`src/rtl/kip_kernel_dispatcher.sv`:
```
// Routes each formatted kernel-stream packet to one local kernel port chosen by the header-beat tdest.
// Optional drop counter is built only when KIP_DISPATCH_DROP_CNT_EN is defined.
module kip_kernel_dispatcher #(
  parameter int AXIS_DATA_WIDTH  = 512,
  parameter int AXIS_KEEP_WIDTH  = 64,
  parameter int AXIS_TDEST_WIDTH = 8,
  parameter int AXIS_TUSER_WIDTH = 48,
  parameter int NUM_KERNELS      = 4,
  parameter int KERNEL_BASE      = 0,
  parameter int DROP_CNT_WIDTH   = 16
) (
  input  logic                        i_clk,
  input  logic                        i_ap_rst,
  input  logic                        from_formatter_tvalid,
  output logic                        from_formatter_tready,
  input  logic                        from_formatter_tlast,
  input  logic [AXIS_DATA_WIDTH-1:0]  from_formatter_tdata,
  input  logic [AXIS_KEEP_WIDTH-1:0]  from_formatter_tkeep,
  input  logic [AXIS_TDEST_WIDTH-1:0] from_formatter_tid,
  input  logic [AXIS_TDEST_WIDTH-1:0] from_formatter_tdest,
  input  logic [AXIS_TUSER_WIDTH-1:0] from_formatter_tuser,
  output logic [NUM_KERNELS-1:0]      to_kernels_tvalid,
  input  logic [NUM_KERNELS-1:0]      to_kernels_tready,
  output logic [AXIS_DATA_WIDTH-1:0]  to_kernels_tdata,
  output logic [AXIS_KEEP_WIDTH-1:0]  to_kernels_tkeep,
  output logic [AXIS_TDEST_WIDTH-1:0] to_kernels_tid,
  output logic [AXIS_TDEST_WIDTH-1:0] to_kernels_tdest,
  output logic [AXIS_TUSER_WIDTH-1:0] to_kernels_tuser,
  output logic                        to_kernels_tlast,
  output logic [DROP_CNT_WIDTH-1:0]   o_drop_count
);

  localparam int SEL_W = (NUM_KERNELS > 1) ? $clog2(NUM_KERNELS) : 1;
  localparam int IW    = AXIS_TDEST_WIDTH + 1;

  localparam logic [1:0] S_IDLE = 2'd0;
  localparam logic [1:0] S_FWD  = 2'd1;
  localparam logic [1:0] S_DROP = 2'd2;

  localparam logic signed [IW-1:0] BASE_S = IW'(KERNEL_BASE);
  localparam logic signed [IW-1:0] NUM_S  = IW'(NUM_KERNELS);

  logic [1:0]             state;
  logic signed [IW-1:0]   idx;
  logic                   dest_valid;
  logic                   out_valid;
  logic [SEL_W-1:0]       out_sel;
  logic                   out_ready;
  logic                   accept;
  logic                   load;

  // One extra bit keeps tdest below KERNEL_BASE negative instead of wrapping.
  assign idx        = $signed({1'b0, from_formatter_tdest}) - BASE_S;
  assign dest_valid = !idx[IW-1] && (idx < NUM_S);

  assign out_ready = to_kernels_tready[out_sel];

  assign from_formatter_tready = (state == S_DROP)
                               | ((state == S_IDLE) & !dest_valid)
                               | !out_valid
                               | out_ready;

  assign accept = from_formatter_tvalid & from_formatter_tready;
  assign load   = accept & ((state == S_FWD) | ((state == S_IDLE) & dest_valid));

  always_ff @(posedge i_clk) begin
    if (i_ap_rst) begin
      state <= S_IDLE;
    end else if (accept) begin
      case (state)
        S_IDLE: begin
          if (from_formatter_tlast) state <= S_IDLE;
          else if (dest_valid)      state <= S_FWD;
          else                      state <= S_DROP;
        end
        S_FWD, S_DROP: begin
          if (from_formatter_tlast) state <= S_IDLE;
        end
        default: state <= S_IDLE;
      endcase
    end
  end

  // The port lock and the output register's select are one register: it only
  // changes on a forwarded header beat, which is also when the register loads.
  always_ff @(posedge i_clk) begin
    if (i_ap_rst) begin
      out_valid        <= 1'b0;
      out_sel          <= '0;
      to_kernels_tdata <= '0;
      to_kernels_tkeep <= '0;
      to_kernels_tid   <= '0;
      to_kernels_tdest <= '0;
      to_kernels_tuser <= '0;
      to_kernels_tlast <= 1'b0;
    end else if (load) begin
      out_valid        <= 1'b1;
      if (state == S_IDLE) out_sel <= idx[SEL_W-1:0];
      to_kernels_tdata <= from_formatter_tdata;
      to_kernels_tkeep <= from_formatter_tkeep;
      to_kernels_tid   <= from_formatter_tid;
      to_kernels_tdest <= from_formatter_tdest;
      to_kernels_tuser <= from_formatter_tuser;
      to_kernels_tlast <= from_formatter_tlast;
    end else if (out_valid && out_ready) begin
      out_valid <= 1'b0;
    end
  end

  assign to_kernels_tvalid = out_valid ? (NUM_KERNELS'(1) << out_sel) : '0;

`ifdef KIP_DISPATCH_DROP_CNT_EN
  logic                      drop_hdr;
  logic [DROP_CNT_WIDTH-1:0] drop_count;

  assign drop_hdr = accept & (state == S_IDLE) & !dest_valid;

  always_ff @(posedge i_clk) begin
    if (i_ap_rst) begin
      drop_count <= '0;
    end else if (drop_hdr && (drop_count != '1)) begin
      drop_count <= drop_count + 1'b1;
    end
  end

  assign o_drop_count = drop_count;
`else
  assign o_drop_count = '0;
`endif

endmodule
```
`config.mk`:
```
export PLATFORM = sky130hd
export DESIGN_NAME = kip_kernel_dispatcher
export DESIGN_NICKNAME = d
export VERILOG_FILES = /design/src/rtl/kip_kernel_dispatcher.sv
export SDC_FILE = /design/constraint.sdc
export NUM_CORES = 1
export LEC_CHECK = 0
export CAP_MARGIN = 20
export CORE_AREA = 5 5 508 510
export CTS_CLUSTER_SIZE = 16
export DETAILED_ROUTE_END_ITERATION = 10
export DIE_AREA = 0 0 513 515
export PLACE_DENSITY_LB_ADDON = 0.12
export SLEW_MARGIN = 40
export SYNTH_ARGS = -nofsm -noshare
export SYNTH_HDL_FRONTEND = slang
export SYNTH_SLANG_ARGS = --single-unit
```
`constraint.sdc`:
```
create_clock -name i_clk -period 6 [get_ports i_clk]
set_input_delay 1.2 -clock i_clk [delete_from_list [all_inputs] [get_ports i_clk]]
set_output_delay 1.2 -clock i_clk [all_outputs]
set_load 0.02 [all_outputs]
```
==> impl_results.md, run 1 <==
* Status: finished clean
* Setup TNS Final at 0 ns
* Mux cell area share after synthesis at 0.223
* Clk slew on worst S/H paths at 0.05 ns
* Clk buf depth at 3
* IO Count at 1310
* Switching Fraction at 0.246
* Synth Area in Simple Gates at 0.280
* Row cnt at 185
* Gpl congestion at 0.743
* Combinational share of power at 0.088
* Max cap viols at 0
* Clk root buf: clkbuf_16
* Post-synthesis xor/xnor area fraction at 0
* Crit path max-delay cell type: nor4_4
* Global-route wire length before repair at 217000 µm
* WL/cell at 21.5 µm
* CP arrival at 3.62 ns
* Psw at 2730 µW
* Final ANT Viol Nets at 0
* Worst Skew at 0.0364 ns
* Worst setup EP type: primary output
* Hold Crit Class: reg -> reg
* Top cells by area, synth: dfxtp_1, nand2b_1, mux2i_1
* Number of flops mapped to enable cells by yosys at 0
* Post-CTS setup buffer count at 0
* Worst-path maximum fanout at 4
* Peak VDD IR at 0.000252 V
* Pin count of the biggest net entering global routing at 182
* Die X at 513 µm
* P&R area growth vs syn at 68.1%
* P_leak at 0.0156 µW
* Critical path type: in -> out
* WP data required at 4.80 ns
* Total CTS buffers at 95
* Internal at 8360 µW
* DRC violations left at 0
* Synth cell types at 26
* Crit path top cell by count: clkdlybuf4s50_1
* Total die area at 264000 µm²
* List of most frequent post-synthesis cells: nand2b_1, dfxtp_1, mux2i_1
* Clock power share at 0.522
* Top-count cell post-synth: nand2b_1
* Final Hold Fails at 0
* Ys flop type: dfxtp_1
* Peak Freq at 0.208 GHz
* Vias per cell at 3.17
* Initial antenna violation count at 93
* Synth area leader: dfxtp_1
* Register bit count reported by yosys at 646
* CTS tree: built
* Clk_lat worst skew at 0.73 ns
* Slew @ Worst Pin at 0.749 ns
* RSZ-0062 raised after global routing: no
* Final net count at 4720
* Post-synthesis compound-gate area fraction at 0.00220
* Share of layout cells above drive strength 1 at 0.0490
* Ys async rst share at 0
* Vias in the first global route at 25500
* Tcrit/Tclk final at 0.803
* H-Tree Depth at 3
* Min Hold Slack at 0.469 ns
* Initial Utilization at 0.115
* Synth Area in Adders at 0.00129
* Post-Syn Area at 29000 µm²
* Post-layout minimum cycle time at 4.82 ns
* Max Transition Viols Final at 0
* # setup viols final at 0
* Drt pass-1 iters at 5
* Core ar. at 253000 µm²
* IO Port Bufs at 1293
* Main combinational cell family by area after synthesis: simple AND/OR/NAND/NOR gates
* GRT Resource Usage Total at 0.117
* PostCTS Resize Cnt at 0
* Initial DRC count at 839
* Routed via count at 23900
* Largest stage delay, worst path at 0.66 ns
* Die Ht at 515 µm
* Post-synth top area share at 0.446
* Slew HR at 0.501
* Avg Inst Size Synth at 10.2 µm²
* Worst-path cell chain: clkdlybuf4s50_1 > nor4_4 > a21oi_1 > or2_2 > clkdlybuf4s50_1
* Ys Warns at 0
* Hold-fix buffers, CTS at 0
* Power Density at 227 nW/µm²
* Routed WL at 162000 µm
* Grt ovf at 0
* HPWL Detailed at 129000 µm
* CTS sink cnt at 646
* Sequential fraction of the synthesis area at 0.446
* Mapped Cells at 2842
* Worst setup SP type: input port
* Flop pwr share at 0.390
* Fillers at 27800
## cell type report
type                       instances  area [µm²]  share of cell area
inverter                           4        15.0            0.000308
tap                             3366        4210              0.0863
clock inverter                    20         284             0.00582
sequential                       646       12900               0.265
multi-input combinational       1977       14800               0.303
antenna                           22        55.1             0.00113
timing repair buffer            1345       13600               0.278
clock buffer                     154        2900              0.0595
## critical path: cells and delay by family
family                 cells  cell delay, ns
AO/OA/AOI/OAI              1            0.27
buffers and inverters      2            1.09
AND/OR/NAND/NOR            2            1.04
## routing by layer
metal	GRT usage	vias to the layer above	wire length, µm
met1	0.122	10900	60500
met2	0.199	994	76600
met3	0.0714	276	20100
met4	0.0297	96	3860
met5	0	-	615
li1	-	11600	-
## power groups by stage
stage | Combinational [µW] | Sequential [µW] | Clock, µW
6_report | 977 | 4320 | 5790
5_1_grt | 1060 | 4320 | 6270
4_1_cts | 1020 | 4320 | 6150
3_5_place_dp | 1010 | 4420 | 0
3_3_place_gp | 1010 | 4420 | 0
2_1_floorplan | 357 | 4440 | 0
## metrics by stage
stage | total power, µW | utilization | instance area (µm²) | setup WS, ns | cells
final | 11100 | 0.193 | 48800 | 1.18 | 7534
after global routing | 11700 | 0.193 | 48700 | 1.10 | 7519
after CTS | 11500 | 0.193 | 48700 | 1.17 | 7512
after detailed placement | 5430 | 0.180 | 45500 | 1.18 | 7338
after global placement | 5420 | 0.180 | 45500 | 0.843 | 7336
after floorplan | 4790 | - | 29100 | 2.75 | 2857
## cells in the final DEF, fill, tap and decap left out, types with 2 or more instances in the layout
| cell type | Yosys | final |
|---|---|---|
| clkdlybuf4s50_1 | 0 | 1292 |
| nand2b_1 | 1288 | 1288 |
| dfxtp_1 | 646 | 646 |
| mux2i_1 | 645 | 645 |
| clkbuf_16 | 0 | 96 |
| buf_4 | 16 | 33 |
| clkbuf_1 | 143 | 30 |
| clkbuf_8 | 0 | 28 |
| diode_2 | 0 | 22 |
| buf_12 | 0 | 18 |
| conb_1 | 1 | 16 |
| clkinv_2 | 0 | 8 |
| nor2_1 | 7 | 7 |
| inv_1 | 4 | 4 |
| ha_1 | 3 | 3 |
| clkinv_4 | 0 | 3 |
| clkinv_16 | 0 | 3 |
| bufinv_16 | 0 | 3 |
| and2_1 | 2 | 2 |
| nand2_1 | 2 | 2 |
| mux2_2 | 2 | 2 |
| inv_6 | 0 | 2 |
## state kept, by name, summed over array words and instances, names as in the netlist
register,flops
to_kernels_tdata,512
to_kernels_tkeep,64
to_kernels_tuser,48
to_kernels_tdest,8
to_kernels_tid,8
out_sel,2
state,2
out_valid,1
to_kernels_tlast,1
## logic make-up (layout without fill, tap and decap cells)
family                   Yosys count  count (layout)
AND/OR/NAND/NOR                 1303            1303
multiplexers                     647             647
adder cells (fa/ha/maj)            3               3
AO/OA/AOI/OAI                      8               8
buffers and inverters            234            1523
flip-flops                       646             646
other                              1              38
## final timing paths
path / from / slack, ns / cells after the start / endpoint
hold / removal: to_kernels_tdata[461] / 0.47 / 2 / to_kernels_tdata[461]
setup / recovery: from_formatter_tdest[7] / 1.18 / 5 / from_formatter_tready
hold reg to reg: to_kernels_tdata[461] / 0.47 / 2 / to_kernels_tdata[461]
setup reg to reg: out_sel[0] / 3.41 / 7 / to_kernels_tdata[363]
Note: power is estimated with default switching activity, not from simulation.
==> run 2, diff against run 1 <==
--- a/config.mk
+++ b/config.mk
@@ -6,10 +6,10 @@
 export NUM_CORES = 1
 export LEC_CHECK = 0
 export CAP_MARGIN = 20
-export CORE_AREA = 5 5 508 510
+export CORE_AREA = 5 5 506 508
 export CTS_CLUSTER_SIZE = 16
 export DETAILED_ROUTE_END_ITERATION = 10
-export DIE_AREA = 0 0 513 515
+export DIE_AREA = 0 0 511 513
 export PLACE_DENSITY_LB_ADDON = 0.12
 export SLEW_MARGIN = 40
 export SYNTH_ARGS = -nofsm -noshare
==> constraint.sdc (replaced) <==
create_clock -name i_clk -period 3.9 [get_ports i_clk]
set_input_delay 0.78 -clock i_clk [delete_from_list [all_inputs] [get_ports i_clk]]
set_output_delay 0.78 -clock i_clk [all_outputs]
set_load 0.02 [all_outputs]
==> run 2 against run 1 <==
Final cell count is essentially flat. Wire length is 3.4% higher. Sequential share of layout area fell by 0.084 points. Hold slack got worse by 0.0019 ns. Power is 55% higher. Via count up 0.97%. Critical path depth grew 1. Critical path type unchanged. Critical endpoint unchanged. Largest cell class unchanged. Highest routed layer unchanged.
==> impl_results.md, run 2 (synthesis gave the netlist of run 1 again) <==
* Final instance area at 48900 µm²
* Utilization after layout at 0.195
* Status: finished clean
* Hold Crit Class: reg -> reg
* Row cnt at 184
* Clk root buf: clkbuf_16
* Psw at 4310 µW
* DP Area at 45700 µm²
* Hold-fix buffers, CTS at 0
* Initial Utilization at 0.116
* Final ANT Viol Nets at 0
* Clock power share at 0.524
* Flop pwr share at 0.388
* Internal at 12800 µW
* P&R area growth vs syn at 68.6%
* Worst setup EP type: primary output
* Critical path type: in -> out
* Post-layout minimum cycle time at 3.76 ns
* Final WS setup at 0.144 ns
* IO Port Bufs at 1293
* Worst setup SP type: input port
* WP data required at 3.12 ns
* Max Transition Viols Final at 0
* Clk_lat worst skew at 0.73 ns
* R2r setup slk at 1.52 ns
* Clk buf depth at 3
* IO Count at 1310
* H-Tree Depth at 3
* Final Hold Fails at 0
* Routed WL at 167000 µm
* Combinational share of power at 0.088
* Slew @ Worst Pin at 0.546 ns
* Final net count at 4737
* Placement Setup Slack at -0.0133 ns
* HPWL Detailed at 133000 µm
* WL/cell at 22.2 µm
* Commonest non-fill, non-tap cell in the layout: clkdlybuf4s50_1
* Core ar. at 251000 µm²
* Initial DRC count at 788
* Largest regs: to_kernels_tdata x512, to_kernels_tkeep x64, to_kernels_tuser x48
* Peak Freq at 0.266 GHz
* Fillers at 27500
* GRT Resource Usage Total at 0.122
* Gpl congestion at 0.762
* # setup viols final at 0
* Total die area at 262000 µm²
* Power Density at 350 nW/µm²
* Total CTS buffers at 98
* Tcrit/Tclk final at 0.963
* Global-route wire length before repair at 225000 µm
* Routed via count at 24100
* RSZ-0062 raised after global routing: no
* Largest reg by FF count: to_kernels_tdata
* Peak VDD IR at 0.000307 V
* CTS sink cnt at 646
* Hold wc startpoint: to_kernels_tuser[31]
* Flip-flop count of the largest register after layout at 512
* Share of layout cells above drive strength 1 at 0.0519
* P_leak at 0.0157 µW
* Crit path from: from_formatter_tdest[2]
* CTS tree: built
* Die Ht at 513 µm
* Max cap viols at 0
* Slew HR at 0.636
* Vias per cell at 3.20
* Worst r2r src: state[0]
* Vias in the first global route at 25200
* CP arrival at 2.98 ns
* Initial antenna violation count at 128
* PostCTS Resize Cnt at 1
* Switching Fraction at 0.251
* Post-CTS setup buffer count at 0
* Clk slew on worst S/H paths at 0.05 ns
* Grt ovf at 0
* Pin count of the biggest net entering global routing at 142
* Worst Skew at 0.0443 ns
* DRC violations left at 0
* Drt pass-1 iters at 5
* Die X at 511 µm
* Worst-path maximum fanout at 4
* Most frequent cells in the layout: clkdlybuf4s50_1, nand2b_1, dfxtp_1
[run 2: path summary, 6_finish.rpt]
| check | to | depth (start not counted) |
|---|---|---|
| setup / recovery | from_formatter_tready | 6 |
| hold / removal | to_kernels_tuser[31] | 2 |
| setup reg to reg | to_kernels_tdata[49] | 9 |
| hold reg to reg | to_kernels_tuser[31] | 2 |
[run 2: area by class of cell]
| class | count | area (µm²) | area share |
|---|---|---|---|
| Clock buffer | 155 | 2910 | 0.0595 |
| Multi-Input combinational cell | 1977 | 14800 | 0.302 |
| Sequential cell | 646 | 12900 | 0.264 |
| Inverter | 4 | 15.0 | 0.000307 |
| Clock inverter | 23 | 265 | 0.00542 |
| Tap cell | 3348 | 4190 | 0.0856 |
| Antenna cell | 23 | 57.6 | 0.00118 |
| Timing Repair Buffer | 1359 | 13800 | 0.281 |
[run 2: worst max-delay path, cell delays in order]
cell and delay [ns]:
clkdlybuf4s50_1 0.57, nor4_4 0.39, a21oi_1 0.15, buf_4 0.18, or2_2 0.32, clkdlybuf4s50_1 0.57
[run 2: metal layers]
layer	wire length (µm)	track usage
met1	60200	0.123
met2	80300	0.208
met3	21700	0.0786
met4	4320	0.0345
met5	778	0
[run 2: through the flow]
| stage | hold slack, ns | std cells | total power (µW) | setup TNS (ns) |
|---|---|---|---|---|
| floorplan | 0.460 | 2857 | 7380 | 0 |
| global placement | 0.457 | 7334 | 8350 | -0.0740 |
| detailed placement | 0.459 | 7334 | 8350 | -0.0133 |
| CTS | 0.472 | 7512 | 17800 | 0 |
| global route | 0.483 | 7520 | 18000 | 0 |
| finish | 0.467 | 7535 | 17100 | 0 |
[run 2: power by group through the flow]
stage	registers, µW	clock network, µW	logic (µW)
3_5_place_dp	6790	0	1560
2_1_floorplan	6830	0	549
3_3_place_gp	6790	0	1560
5_1_grt	6650	9720	1640
6_report	6650	8980	1510
4_1_cts	6650	9540	1570
==> run 3, diff against run 2 <==
--- a/config.mk
+++ b/config.mk
@@ -7,7 +7,8 @@
 export LEC_CHECK = 0
 export CAP_MARGIN = 20
 export CORE_AREA = 5 5 506 508
-export CTS_CLUSTER_SIZE = 16
+export CTS_BUF_LIST = sky130_fd_sc_hd__clkbuf_16
+export CTS_CLUSTER_SIZE = 10
 export DETAILED_ROUTE_END_ITERATION = 10
 export DIE_AREA = 0 0 511 513
 export PLACE_DENSITY_LB_ADDON = 0.12
==> run 3 against run 2 <==
Sequential cell count did not move. Combinational power barely moved. Clock skew fell by 0.0062 ns. Count of clock-buffer cells in the layout fell by 55. Critical path depth did not move. Power fell by 2.9%. Hold slack barely moved.
==> impl_results.md, run 3 (synthesis gave the netlist of run 1 again) <==
* Largest regs: to_kernels_tdata x512, to_kernels_tkeep x64, to_kernels_tuser x48
* Pin count of the biggest net entering global routing at 142
* Vias per cell at 3.19
* Row cnt at 184
* Worst setup EP type: primary output
* Placement Setup Slack at -0.0133 ns
* P&R area growth vs syn at 68.0%
* Reg2Reg Depth at 9
* Global-route wire length before repair at 225000 µm
* Hold Crit Class: reg -> reg
* Utilization after layout at 0.194
* Final WS setup at 0.108 ns
* WP data required at 3.12 ns
* CTS tree: built
* Hold Path Depth at 2
* Peak Freq at 0.264 GHz
* IO Count at 1310
* Core ar. at 251000 µm²
* Total die area at 262000 µm²
* WL/cell at 22.2 µm
* Initial DRC count at 806
* Post-layout minimum cycle time at 3.79 ns
* Vias in the first global route at 25200
* Clk buf depth at 3
* Die X at 511 µm
* Worst Skew at 0.0381 ns
* Final Hold Fails at 0
* CP arrival at 3.01 ns
* DRC violations left at 0
* Clk_lat worst skew at 0.72 ns
* Die Ht at 513 µm
* H-Tree Depth at 3
* RSZ-0062 raised after global routing: no
* Commonest non-fill, non-tap cell in the layout: clkdlybuf4s50_1
* Clk root buf: clkbuf_16
* GRT Resource Usage Total at 0.122
* Post-CTS setup buffer count at 0
* Final net count at 4737
* P_leak at 0.0157 µW
* # setup viols final at 0
* Routed WL at 167000 µm
* Grt ovf at 0
* CTS sink cnt at 646
* Initial antenna violation count at 129
* Gpl congestion at 0.762
* Power Density at 341 nW/µm²
* Most frequent cells in the layout: clkdlybuf4s50_1, nand2b_1, dfxtp_1
* Tcrit/Tclk final at 0.972
* Largest reg by FF count: to_kernels_tdata
* Slew @ Worst Pin at 0.545 ns
* Max cap viols at 0
* Final ANT Viol Nets at 0
* Critical path type: in -> out
* Flip-flop count of the largest register after layout at 512
* Drt pass-1 iters at 4
* Status: finished clean
* Share of layout cells above drive strength 1 at 0.0471
* Routed via count at 24100
* IO Port Bufs at 1293
* Initial Utilization at 0.116
* Peak VDD IR at 0.000310 V
* Worst-path maximum fanout at 4
* Clk slew on worst S/H paths at 0.05 ns
* HPWL Detailed at 133000 µm
* Max Transition Viols Final at 0
* Worst setup SP type: input port
* Slew HR at 0.636
* Total CTS buffers at 98
run 3: changes by cell type in the layout (fill, tap and decap cells not counted):
cell / delta
clkbuf_1: -35
clkbuf_8: -20
clkinv_1: +20
diode_2: +12
inv_1: +35
run 3: per-layer routing:
| metal | vias up | wire length (µm) | GRT usage |
|---|---|---|---|
| li1 | 11700 | - | - |
| met1 | 11000 | 60400 | 0.124 |
| met2 | 1024 | 80300 | 0.208 |
| met3 | 323 | 21600 | 0.0783 |
| met4 | 130 | 4300 | 0.0350 |
| met5 | - | 781 | 0 |
run 3: timing repair:
action                                  4_1_cts  5_1_grt
endpoints found under the setup margin        1        0
hold buffers                                  0        0
resized for setup                             1        0
run 3: per-stage QoR:
step	TNS [ns]	total power, µW	cells	instance area (µm²)	hold slack, ns
detailed placement	-0.0133	8350	7334	45700	0.459
floorplan	0	7380	2857	29100	0.460
CTS	0	17300	7512	48700	0.472
finish	0	16600	7547	48800	0.467
global placement	-0.0740	8350	7334	45700	0.457
global route	0	17500	7520	48700	0.483
run 3: final cells by class:
| class | count | area (µm²) |
|---|---|---|
| clock inverters | 78 | 472 |
| well taps | 3348 | 4190 |
| fillers | 27500 | 202000 |
| flip-flops and latches | 646 | 12900 |
| repair buffers | 1359 | 13800 |
| inverters | 4 | 15.0 |
| multi-input cells | 1977 | 14800 |
| diodes | 35 | 87.6 |
| clock buffers | 100 | 2500 |
run 3: worst max-delay path: stages:
cell	delay (ns)
clkdlybuf4s50_1	0.59
nor4_4	0.41
a21oi_1	0.15
buf_4	0.18
or2_2	0.32
clkdlybuf4s50_1	0.57
run 3: where the power goes:
part | internal [µW] | switching [µW] | leakage, µW
combinational | 952 | 563 | 0.00893
clock | 4760 | 3720 | 0.00158
sequential | 6630 | 17.8 | 0.00520
total | 12300 | 4300 | 0.0157
run 3: path summary, 6_finish.rpt:
check,from,end,slack (ns)
max,from_formatter_tdest[2],from_formatter_tready,0.11
min,to_kernels_tuser[31],to_kernels_tuser[31],0.47
max reg2reg,state[0],to_kernels_tdata[49],1.52
min reg2reg,to_kernels_tuser[31],to_kernels_tuser[31],0.47
